### src/rtl/vga_pkg.sv
// Shared VGA timing types, standard modes and helpers.
package vga_pkg;

  typedef struct packed {
    int unsigned active;
    int unsigned fp;
    int unsigned sync;
    int unsigned bp;
    logic        pol;
  } vga_timing_t;

  typedef struct packed {
    vga_timing_t h;
    vga_timing_t v;
  } vga_mode_t;

  localparam vga_mode_t VGA_800x600_60 = '{
    h: '{active: 800, fp: 40, sync: 128, bp: 88, pol: 1'b1},
    v: '{active: 600, fp: 1,  sync: 4,   bp: 23, pol: 1'b1}
  };

  localparam vga_mode_t VGA_640x480_60 = '{
    h: '{active: 640, fp: 16, sync: 96, bp: 48, pol: 1'b0},
    v: '{active: 480, fp: 10, sync: 2,  bp: 33, pol: 1'b0}
  };

  // Pixels per line or lines per frame for one axis.
  function automatic int unsigned total(input vga_timing_t t);
    return t.active + t.fp + t.sync + t.bp;
  endfunction

endpackage

### src/rtl/sync_delay_line.sv
// Enable-gated shift register used to align sync/blank with a pixel pipeline.
module sync_delay_line #(
  parameter int unsigned      WIDTH     = 1,
  parameter int unsigned      DEPTH     = 1,
  parameter logic [WIDTH-1:0] RESET_VAL = '0
) (
  input  logic             clock,
  input  logic             reset_n,
  input  logic             enable,
  input  logic [WIDTH-1:0] din,
  output logic [WIDTH-1:0] dout
);

  if (DEPTH == 0) begin : g_bypass
    logic unused_ctrl;
    assign unused_ctrl = &{1'b0, clock, reset_n, enable};
    assign dout = din;
  end else begin : g_shift
    logic [WIDTH-1:0] stage [DEPTH];

    // Shift one stage per enabled clock; hold otherwise.
    always_ff @(posedge clock or negedge reset_n) begin
      if (!reset_n) begin
        for (int unsigned i = 0; i < DEPTH; i++) stage[i] <= RESET_VAL;
      end else if (enable) begin
        stage[0] <= din;
        for (int unsigned i = 1; i < DEPTH; i++) stage[i] <= stage[i-1];
      end
    end

    assign dout = stage[DEPTH-1];
  end

endmodule

### src/rtl/vga_timing_gen.sv
// Parametrised VGA timing generator with registered outputs and an
// aligned, delayed copy of HS/VS/blank.
module vga_timing_gen
  import vga_pkg::*;
#(
  parameter int unsigned H_ACTIVE   = VGA_800x600_60.h.active,
  parameter int unsigned H_FP       = VGA_800x600_60.h.fp,
  parameter int unsigned H_SYNC     = VGA_800x600_60.h.sync,
  parameter int unsigned H_BP       = VGA_800x600_60.h.bp,
  parameter int unsigned V_ACTIVE   = VGA_800x600_60.v.active,
  parameter int unsigned V_FP       = VGA_800x600_60.v.fp,
  parameter int unsigned V_SYNC     = VGA_800x600_60.v.sync,
  parameter int unsigned V_BP       = VGA_800x600_60.v.bp,
  parameter logic        HS_POL     = VGA_800x600_60.h.pol,
  parameter logic        VS_POL     = VGA_800x600_60.v.pol,
  parameter int unsigned PIPE_DELAY = 1,
  parameter int unsigned CW         = 11
) (
  input  logic          clock,
  input  logic          reset_n,
  input  logic          enable,
  output logic [CW-1:0] col,
  output logic [CW-1:0] row,
  output logic          HS,
  output logic          VS,
  output logic          blank,
  output logic          line_start,
  output logic          frame_start,
  output logic          HS_d,
  output logic          VS_d,
  output logic          blank_d
);

  localparam vga_timing_t H_T = '{active: H_ACTIVE, fp: H_FP, sync: H_SYNC, bp: H_BP, pol: HS_POL};
  localparam vga_timing_t V_T = '{active: V_ACTIVE, fp: V_FP, sync: V_SYNC, bp: V_BP, pol: VS_POL};
  localparam int unsigned H_TOTAL = total(H_T);
  localparam int unsigned V_TOTAL = total(V_T);

  localparam logic [CW-1:0] H_LAST = CW'(H_TOTAL - 1);
  localparam logic [CW-1:0] V_LAST = CW'(V_TOTAL - 1);

  localparam int unsigned HS_START = H_ACTIVE + H_FP;
  localparam int unsigned HS_END   = H_ACTIVE + H_FP + H_SYNC;
  localparam int unsigned VS_START = V_ACTIVE + V_FP;
  localparam int unsigned VS_END   = V_ACTIVE + V_FP + V_SYNC;

  if (longint'(H_TOTAL) > (longint'(1) << CW)) begin : g_h_width_err
    $error("vga_timing_gen: H_TOTAL-1 does not fit in CW bits");
  end
  if (longint'(V_TOTAL) > (longint'(1) << CW)) begin : g_v_width_err
    $error("vga_timing_gen: V_TOTAL-1 does not fit in CW bits");
  end
  if (PIPE_DELAY > 15) begin : g_pipe_err
    $error("vga_timing_gen: PIPE_DELAY must be 0..15");
  end

  logic [CW-1:0] col_nxt;
  logic [CW-1:0] row_nxt;
  logic          hs_nxt;
  logic          vs_nxt;
  logic          blank_nxt;

  // Next pixel position and its decode; outputs register these so every
  // output describes the same pixel as col/row.
  always_comb begin
    col_nxt = col + 1'b1;
    row_nxt = row;
    if (col == H_LAST) begin
      col_nxt = '0;
      row_nxt = (row == V_LAST) ? '0 : row + 1'b1;
    end
    hs_nxt    = (32'(col_nxt) >= HS_START && 32'(col_nxt) < HS_END) ? HS_POL : ~HS_POL;
    vs_nxt    = (32'(row_nxt) >= VS_START && 32'(row_nxt) < VS_END) ? VS_POL : ~VS_POL;
    blank_nxt = !(32'(col_nxt) < H_ACTIVE && 32'(row_nxt) < V_ACTIVE);
  end

  // Timing state; pulses are cleared while frozen so they never repeat.
  always_ff @(posedge clock or negedge reset_n) begin
    if (!reset_n) begin
      col         <= '0;
      row         <= '0;
      HS          <= ~HS_POL;
      VS          <= ~VS_POL;
      blank       <= 1'b0;
      line_start  <= 1'b0;
      frame_start <= 1'b0;
    end else if (enable) begin
      col         <= col_nxt;
      row         <= row_nxt;
      HS          <= hs_nxt;
      VS          <= vs_nxt;
      blank       <= blank_nxt;
      line_start  <= (col_nxt == '0);
      frame_start <= (col_nxt == '0) && (row_nxt == '0);
    end else begin
      line_start  <= 1'b0;
      frame_start <= 1'b0;
    end
  end

  sync_delay_line #(
    .WIDTH     (3),
    .DEPTH     (PIPE_DELAY),
    .RESET_VAL ({~HS_POL, ~VS_POL, 1'b1})
  ) u_delay (
    .clock   (clock),
    .reset_n (reset_n),
    .enable  (enable),
    .din     ({HS, VS, blank}),
    .dout    ({HS_d, VS_d, blank_d})
  );

endmodule

### config.mk
export PLATFORM = sky130hd
export DESIGN_NAME = vga_timing_gen
export DESIGN_NICKNAME = d
export VERILOG_FILES = /design/src/rtl/vga_pkg.sv /design/src/rtl/sync_delay_line.sv /design/src/rtl/vga_timing_gen.sv
export SDC_FILE = /design/constraint.sdc
export NUM_CORES = 1
export LEC_CHECK = 0
export BUFFER_PORTS_ARGS = -buffer_cell sky130_fd_sc_hd__buf_4
export CAP_MARGIN = 15
export CORE_MARGIN = 2
export CORE_UTILIZATION = 50
export CTS_BUF_LIST = sky130_fd_sc_hd__clkbuf_4
export DETAILED_ROUTE_END_ITERATION = 10
export PLACE_DENSITY = 0.71
export SYNTH_ARGS = -nofsm -noshare
export SYNTH_HDL_FRONTEND = slang
export SYNTH_SLANG_ARGS = --single-unit
### constraint.sdc
create_clock -name clock -period 2 [get_ports clock]
set_input_delay 0.4 -clock clock [delete_from_list [all_inputs] [get_ports clock]]
set_output_delay 0.4 -clock clock [all_outputs]
set_load 0.03 [all_outputs]
==> results.md <==
* Sequential fraction of the synthesis area at 36.3%
* NetSw at 748 uW
* DR pass1 iterations at 4
* Tightest Pin Transition at 0.471 ns
* Worst path required time at 2.22 ns
* Full die area at 4670 um^2
* Die Y at 68.3 um
* Layout cells sized above 1 at 44.6%
* Clock sink total at 30
* PD cells at 701 nW/um^2
* Switch share at 37.9%
* Worst Path Class, Setup: register to register
* Wirelength per Cell at 17.1 um
* CTS tree: built
* Cell taking the most area after synthesis: dfrtp_1
* Fin cells at 346
* Clk Tree Root Cell: clkbuf_4
* Netlist cell types at 57
* Post-Syn Nets at 229
* Worst-path clk slew at 0.09 ns
* Ranking of synthesized cells by area: dfrtp_1 35%, nand2_1 4.2%, clkbuf_8 3.3%
* Internal power at 1.23 mW
* Max IR drop VDD at 552 uV
* Yosys warnings at 0
* Max-slew violations at 0
* Clk Latency, worst-skew pair at 0.33 ns
* CP max FO at 5
* Design area at 2820 um^2
* EDFF count, synth at 0
* Via density per instance at 6.11
* Total track usage at 26.1%
* First-pass GRT wire length at 8970 um
* Floorplan core area at 4000 um^2
* Post-DP Area at 2580 um^2
* Final nets at 300
* Max transition margin at 68.3%
* Initial antenna violation count at 0
* Clock power frac at 19.7%
* Synth-to-Final Area Change at 36.3%
* Largest net degree at the start of global routing at 31
* Post-synth top flop: dfrtp_1
* Hold Violations, Final at 0
* Highest clock rate at 449 MHz
* Crit start category: register
* Total gr overflow at 0
* Final number of setup-violating endpoints at 3
* Total CTS buffers at 5
* Htree depth at 2
* Vias in the first global route at 1778
* Hold WS at 0.390 ns
* Period utilisation layout at 111%
* Detailed Route Iter0 Violations at 180
* Setup_tns at -0.434 ns
* Drt total wl at 5920 um
* # IOs at 33
* Post-route ant nets at 0
* Flop pwr share at 38.7%
* Routability cong. at 0.960
* Reg2reg path depth at 6
* Worst Setup Slack, final at -0.229 ns
* Hold Crit Depth at 2
* Seq cells post-synth at 30
* DRC at 0
* Buffers on Ports at 32
* Syn Area/Cell at 9.24 um^2
* Hpwl dp at 4030 um
* Number of diodes at 0
* Leak at 1.25 nW
* Placed cells at 331
* Max_cap viols at 0
* Worst min path class: primary input to register
* Worst setup EP type: register
* Starting Density at 51.7%
* RSZ-0062 raised after global routing: true
* Mapped Cells at 224
* Cell area after synthesis at 2070 um^2
* Row cnt at 23
* Via count at 2114
* Failing checks: negative setup slack
* Die X-Extent at 68.3 um
* Fillers at 307
* Status: finished, violations left
* Min cycle time layout at 2.23 ns
* Final Skew at 0.0149 ns
* Gate power share at 41.7%
* Share of the synthesized area in the top cell type at 35.1%
* Clk buf depth at 2
* Fraction of registers with async set/reset at 100%
* Critical path data arrival time at 2.45 ns
[worst paths after layout]
check                         from               to  slack (ns)
setup / recovery            col[5]      frame_start       -0.23
hold / removal              enable          row[10]        0.39
setup reg to reg            col[5]      frame_start       -0.23
hold reg to reg             col[3]           col[3]        0.53
max in group asynchronous  reset_n  u_delay.dout[0]        1.15
min in group asynchronous  reset_n           row[7]        0.53
[power groups by stage]
stage / Clock (mW) / Combinational [mW] / Sequential [mW]
2_1_floorplan: 0 / 0.368 / 0.906
3_3_place_gp: 0 / 0.788 / 0.769
3_5_place_dp: 0 / 0.796 / 0.773
4_1_cts: 0.392 / 0.799 / 0.761
5_1_grt: 0.426 / 0.899 / 0.778
6_report: 0.388 / 0.824 / 0.765
[layout by cell type (no fill, tap or decap), drive strengths merged, types with 2 or more instances in the layout]
| cell type | Yosys | routed |
|---|---|---|
| o21ai | 14 | 14 |
| ha | 2 | 2 |
| o31ai | 4 | 4 |
| a32oi | 2 | 2 |
| a21oi | 9 | 9 |
| xor2 | 3 | 3 |
| nor3 | 6 | 6 |
| a31oi | 5 | 5 |
| and4 | 2 | 2 |
| nor2b | 2 | 2 |
| mux2i | 5 | 5 |
| dfrtp | 29 | 29 |
| xnor2 | 7 | 7 |
| o211ai | 5 | 5 |
| nor3b | 2 | 2 |
| nor2 | 12 | 12 |
| nand3 | 10 | 10 |
| a2111oi | 2 | 2 |
| or3 | 3 | 3 |
| nand2 | 23 | 23 |
| o31a | 2 | 2 |
| inv | 4 | 4 |
| a21o | 3 | 3 |
| clkbuf | 10 | 8 |
| buf | 10 | 83 |
| a211oi | 2 | 2 |
| and3 | 9 | 9 |
| nor4 | 5 | 5 |
| and2 | 3 | 3 |
| o2bb2ai | 2 | 2 |
| nand4 | 8 | 8 |
| mux2 | 5 | 5 |
| nand4b | 2 | 2 |
[Yosys cell counts (6+ instances only)]
| master | n |
|---|---|
| dfrtp_1 | 29 |
| nand2_1 | 23 |
| o21ai_0 | 13 |
| nor2_1 | 12 |
| a21oi_1 | 9 |
| nand3_1 | 9 |
| and3_1 | 8 |
| nand4_1 | 8 |
| xnor2_1 | 7 |
| buf_2 | 6 |
| nor3_1 | 6 |
[logic make-up (layout without fill, tap and decap cells)]
kind of cell	after synthesis	after routing	synth area share [%]
muxes	10	10	5.14
DFF	30	30	36.3
and+or+nand+nor	91	91	25.0
AOI/OAI and AO/OA	57	57	19.6
xor gates and xnor gates	10	10	4.23
adders and majority gates	2	2	1.21
buffers and inverters	24	96	8.40
[per-layer routing]
metal	up-vias	routed length [um]	GRT usage (%)
li1	974	-	-
met1	1027	2500	38.8
met2	93	2800	38.0
met3	20	477	5.10
met4	0	149	8.25
met5	-	0	0
[per-stage QoR]
| step | power (mW) | setup slack (ns) | util [%] |
|---|---|---|---|
| global route | 2.10 | -0.273 | 70.5 |
| global placement | 1.56 | -0.0394 | 64.5 |
| finish | 1.98 | -0.229 | 70.5 |
| floorplan | 1.27 | -0.185 | - |
| detailed placement | 1.57 | -0.151 | 64.5 |
| CTS | 1.95 | -0.108 | 67.3 |
[critical path: stages, from the launching register on]
cell,delay [ns]
dfrtp_2,0.43
nor4_4,0.40
nand3_2,0.19
buf_6,0.19
nor4_1,0.46
o21ai_1,0.15
a2111oi_2,0.31
[registers in the layout, indices dropped and copies added, names as in the netlist]
signal        count
u_delay.dout      3
col              11
VS                1
line_start        1
row              11
HS                1
frame_start       1
blank             1
[final cells by class]
cell class                 count  area (um^2)  area share, %
clock buffer                   8         60.1           2.13
inverter                       4         15.0          0.532
multi-input combinational    170         1270           45.2
sequential                    30          761           27.0
timing repair buffer          84          648           23.0
tap                           50         62.6           2.22
[timing repair]
item | in CTS | in global routing
endpoints found under the hold margin | 7 | 0
buffers inserted | 1 | 5
hold buffers | 1 | 0
endpoints found under the setup margin | 3 | 13
pin swaps | 4 | 9
gates resized for setup | 7 | 18
No activity file was read; power rests on OpenSTA's default activity.
